File: src/rtl/pc_ctrl.sv
`default_nettype none
// ============================================================================
// Module   : pc_ctrl
// Purpose  : Fetch PC sequencer with redirect, timed stall and pending-jump
//            replay; drives flush/hold to the front-end pipeline registers.
// Revision : 1.0
// ============================================================================
module pc_ctrl #(
  parameter logic [31:0] RESET_PC    = 32'h0000_0000,
  parameter int unsigned HOLD_CYCLES = 3
) (
  input  logic        clk,
  input  logic        rst,
  input  logic        jump_en_i,
  input  logic [31:0] jump_addr_i,
  input  logic        hold_flag_i,
  output logic [31:0] pc_o,
  output logic        pc_valid_o,
  output logic        flush_o,
  output logic        hold_o,
  output logic        misalign_o
);

  typedef enum logic [1:0] {
    S_BOOT = 2'd0,
    S_RUN  = 2'd1,
    S_HOLD = 2'd2
  } state_t;

  localparam logic [3:0] c_hold_load = 4'(HOLD_CYCLES - 1);

  state_t      r_state;
  logic [31:0] r_pc;
  logic        r_valid;
  logic [3:0]  r_cnt;
  logic        r_pend_vld;
  logic [31:0] r_pend_addr;
  logic        r_misalign;

  state_t      w_state_nxt;
  logic [31:0] w_pc_nxt;
  logic        w_valid_nxt;
  logic [3:0]  w_cnt_nxt;
  logic        w_pend_vld_nxt;
  logic [31:0] w_pend_addr_nxt;
  logic        w_misalign_nxt;
  logic        w_flush;
  logic        w_hold;

  // A jump arriving in the exit cycle itself is the newest request, so it wins.
  logic        w_take;
  logic [31:0] w_tgt;
  assign w_take = jump_en_i | r_pend_vld;
  assign w_tgt  = jump_en_i ? jump_addr_i : r_pend_addr;

  always_ff @(posedge clk or negedge rst) begin
    if (!rst) begin
      r_state     <= S_BOOT;
      r_pc        <= RESET_PC;
      r_valid     <= 1'b0;
      r_cnt       <= 4'd0;
      r_pend_vld  <= 1'b0;
      r_pend_addr <= 32'd0;
      r_misalign  <= 1'b0;
    end else begin
      r_state     <= w_state_nxt;
      r_pc        <= w_pc_nxt;
      r_valid     <= w_valid_nxt;
      r_cnt       <= w_cnt_nxt;
      r_pend_vld  <= w_pend_vld_nxt;
      r_pend_addr <= w_pend_addr_nxt;
      r_misalign  <= w_misalign_nxt;
    end
  end

  always_comb begin
    w_state_nxt     = r_state;
    w_pc_nxt        = r_pc;
    w_valid_nxt     = r_valid;
    w_cnt_nxt       = r_cnt;
    w_pend_vld_nxt  = r_pend_vld;
    w_pend_addr_nxt = r_pend_addr;
    w_misalign_nxt  = 1'b0;
    w_flush         = 1'b0;
    w_hold          = 1'b0;

    case (r_state)
      S_BOOT: begin
        w_state_nxt = S_RUN;
        w_pc_nxt    = RESET_PC;
        w_valid_nxt = 1'b1;
      end

      S_RUN: begin
        if (jump_en_i) begin
          w_flush        = 1'b1;
          w_pc_nxt       = {jump_addr_i[31:2], 2'b00};
          w_misalign_nxt = |jump_addr_i[1:0];
        end else if (hold_flag_i) begin
          w_hold = 1'b1;
        end else begin
          w_pc_nxt = r_pc + 32'd4;
        end
        if (hold_flag_i) begin
          w_state_nxt = S_HOLD;
          w_cnt_nxt   = c_hold_load;
        end
      end

      S_HOLD: begin
        if ((r_cnt == 4'd0) && !hold_flag_i) begin
          w_state_nxt    = S_RUN;
          w_pend_vld_nxt = 1'b0;
          if (w_take) begin
            w_flush        = 1'b1;
            w_pc_nxt       = {w_tgt[31:2], 2'b00};
            w_misalign_nxt = |w_tgt[1:0];
          end else begin
            w_hold   = 1'b1;
            w_pc_nxt = r_pc + 32'd4;
          end
        end else begin
          w_hold = 1'b1;
          if (r_cnt != 4'd0) begin
            w_cnt_nxt = r_cnt - 4'd1;
          end
          if (jump_en_i) begin
            w_pend_vld_nxt  = 1'b1;
            w_pend_addr_nxt = jump_addr_i;
          end
        end
      end

      default: begin
        w_state_nxt = S_BOOT;
      end
    endcase
  end

  // Gate with rst so the strobes are quiet while reset is held, whatever the inputs.
  assign flush_o    = w_flush & rst;
  assign hold_o     = w_hold & ~w_flush & rst;
  assign pc_o       = r_pc;
  assign pc_valid_o = r_valid;
  assign misalign_o = r_misalign;

endmodule
`default_nettype wire

File: config.mk
export PLATFORM = sky130hd
export DESIGN_NAME = pc_ctrl
export DESIGN_NICKNAME = d
export VERILOG_FILES = /design/src/rtl/pc_ctrl.sv
export SDC_FILE = /design/constraint.sdc
export NUM_CORES = 1
export LEC_CHECK = 0
export BUFFER_PORTS_ARGS = -buffer_cell sky130_fd_sc_hd__buf_2
export CORE_UTILIZATION = 61
export DETAILED_ROUTE_END_ITERATION = 12
export PLACE_DENSITY = 0.88
export SLEW_MARGIN = 15
export SYNTH_ARGS = -nofsm -noshare
export SYNTH_HDL_FRONTEND = slang
export SYNTH_SLANG_ARGS = --single-unit
File: constraint.sdc
create_clock -name clk -period 3.3 [get_ports clk]
set_input_delay 0.165 -clock clk [delete_from_list [all_inputs] [get_ports clk]]
set_output_delay 0.165 -clock clk [all_outputs]
set_load 0.05 [all_outputs]
==> results_dict.tcl <==
set metrics [dict create \
    fin_tns_setup_ns 0 \
    min_period_ns 3.06 \
    num_vias 4041 \
    viasPerCell 6.50 \
    drv_slew 0 \
    antenna_found_initial 0 \
    postCtsSetupBuffers 0 \
    cts_tree "done" \
    cts_buffers 9 \
    drive_gt1_share_pct 24.9 \
    critPathRequiredTime_ns 3.13 \
    finalHoldViolations 0 \
    routed_wirelength_um 11600 \
    ios 72 \
    clock_skew_ns 0.0121 \
    drtAntennaViolNets 0 \
    rsz0062_at_grt "no" \
    design_area_mm2 0.00489 \
    drc 0 \
    drt_first_pass_iters 5 \
    min_period_over_period_pct 92.6 \
    grt_pass1_wl_um 18900 \
    antenna-diode-count 0 \
    vdd_ir_drop_max_mv 0.556 \
    multi_input_area_mm2 0.00231 \
    die_w_um 85.7 \
    port_buffers 69 \
    path_buf_inv 2 \
    syn_area_mm2 0.00427 \
    clkLatencyLatePin_ns 0.36 \
    ys_seq_area_share_pct 41.6 \
    ff_latch_area_mm2 0.00178 \
    yosysWarnings 0 \
    first_iter_violations 447 \
    cp_max_fo 9 \
    cap_violations 0 \
    gp_congestion 0.924 \
    wl_per_cell_um 18.6 \
    clock_sinks 71 \
    fmax_ghz 0.327 \
    path_class "flip-flop to primary output" \
    endpoint_kind "primary output" \
    cts_hold_buf 1 \
    syn_to_final_growth_pct 14.6 \
    p_leak_nw 2.12 \
    hold_path_class "primary input to flip-flop" \
    synth_edf_count 0 \
    dieHeight_um 85.7 \
    cts_max_path_buffers 2 \
    cts_root_buf "clkbuf_8" \
    grt_max_degree 47 \
    grt.overflow.total 0 \
    initial_core_util_pct 62.9 \
    final-setup-viol-count 0 \
    first_global_vias 3914 \
    ctsResizeCount 0 \
    clkSlewWorstSetupHoldPaths_ns 0.08 \
    max_stage_delay_ns 0.66 \
    status "finished clean" \
    synth_cell_types 64 \
    timing.critical_path.max_delay_family "simple AND/OR/NAND/NOR gates" \
    track_usage_pct 33.4 \
    n_fill_cell 487 \
    arrival_ns 2.89 \
    htreeDepth 3 \
    async_flop_share_pct 100 \
    start_kind "flip-flop" \
    synth_top_flop_cell "dfrtp_1" \
    place_area_mm2 0.00469 \
    cp_slowest_cell "nor4b_2" \
    syn-instance-count 458 \
    p_per_area_mw_per_mm2 930 \
    syn_avg_cell_area_um2 9.32 \
    slew_headroom_pct 40.5 \
    hpwl_um 8100 \
    tightest_slew_ns 0.889 \
    fin_nets 564 \
    core_area_mm2 0.00679 \
    synth-seq-cells 71 \
    crit_chain "inv_1 > ha_1 > nor4b_2 > nor2_1 > o311ai_0 > nor2_1 > buf_2" \
    placementRows 30 \
    path_common_cell "nor2_1" \
    die-area_mm2 0.00734 \
]
[cell families after synthesis]
family / share of synthesized area, %
AOI/OAI and AO/OA: 21.5
xor gates and xnor gates: 2.05
adders and majority gates: 2.05
buffers and inverters: 4.34
DFF: 41.6
muxes: 9.11
other: 0.0878
and+or+nand+nor: 19.2
[power by group]
part	switching, mW	internal, mW	total, mW	leakage, nW
combinational	1.48	0.729	2.21	1.12
clock	0.344	0.365	0.709	0.0981
sequential	0.400	1.23	1.63	0.903
[state kept, by name, indices dropped and copies added (netlist names)]
register,flops
r_pend_vld,1
misalign_o,1
r_pend_addr,32
pc_valid_o,1
pc_o,30
r_cnt,4
r_state,2
[final timing paths]
check | startpoint | cells past startpoint | slack [ns] | endpoint
setup / recovery | r_cnt[0] | 7 | 0.24 | hold_o
hold / removal | jump_addr_i[0] | 2 | 0.05 | r_pend_addr[0]
setup reg to reg | r_cnt[0] | 7 | 0.44 | pc_o[5]
hold reg to reg | pc_valid_o | 1 | 0.49 | pc_valid_o
max in group asynchronous | rst | 3 | 1.91 | r_pend_addr[23]
min in group asynchronous | rst | 2 | 0.36 | pc_o[8]
[metrics by stage]
step	hold slack [ns]	cells	setup slack, ns	total power [mW]	util [%]
after global placement	0.211	605	0.670	3.70	69.0
after global routing	0.0528	622	0.229	4.79	72.0
after CTS	0.0427	622	0.370	4.52	72.0
after detailed placement	0.219	605	0.525	3.79	69.0
after floorplan	-0.131	459	0.726	3.18	-
final	0.0486	622	0.243	4.55	72.0
[cell type report]
| type | instances | share of cell area (%) |
|---|---|---|
| clock buffer | 10 | 2.81 |
| tap | 96 | 2.45 |
| timing repair buffer | 76 | 8.44 |
| sequential | 71 | 36.3 |
| clock inverter | 6 | 1.23 |
| inverter | 20 | 1.53 |
| multi-input combinational | 343 | 47.2 |
[cells in the mapped netlist, drive strengths merged (6+ instances only)]
master	number	share of area [%]
clkbuf	17	1.5
dfrtp	71	42
mux2	31	8.2
nand4	7	1.4
o21ai	34	4.0
nor2b	6	0.88
a21o	6	1.1
xnor2	8	1.6
ha	7	2.1
inv	18	1.6
nor4	8	1.2
buf	8	1.1
nand3	24	2.8
o211ai	8	1.4
a22oi	16	2.8
a21oi	21	2.5
nor3	12	1.4
nor2	26	2.3
o22ai	6	0.88
nand2	40	3.5
[per-layer routing]
metal | routed length [um] | global-route usage, % | part of all wire (%) | vias up
met1 | 4730 | 44.7 | 41 | 1894
met4 | 296 | 16.2 | 2.6 | 0
met2 | 5300 | 51.4 | 46 | 265
met5 | 0 | 0 | 0 | -
li1 | - | - | - | 1841
met3 | 1220 | 7.89 | 11 | 41
[placed cells by master (no fill, tap or decap), types with 6 or more instances in the layout]
| cell type | instances |
|---|---|
| a21oi_1 | 21 |
| nand3_1 | 24 |
| nor2b_1 | 6 |
| o211ai_1 | 8 |
| a22oi_1 | 16 |
| nor2_1 | 26 |
| xnor2_1 | 8 |
| nand4_1 | 6 |
| buf_2 | 69 |
| nor3_1 | 12 |
| ha_1 | 7 |
| o22ai_1 | 6 |
| a21o_1 | 6 |
| clkbuf_8 | 10 |
| nand2_1 | 40 |
| mux2_2 | 31 |
| nor4_1 | 8 |
| inv_1 | 18 |
| dfrtp_1 | 71 |
| o21ai_0 | 33 |
No activity file was read; power rests on OpenSTA's default activity.
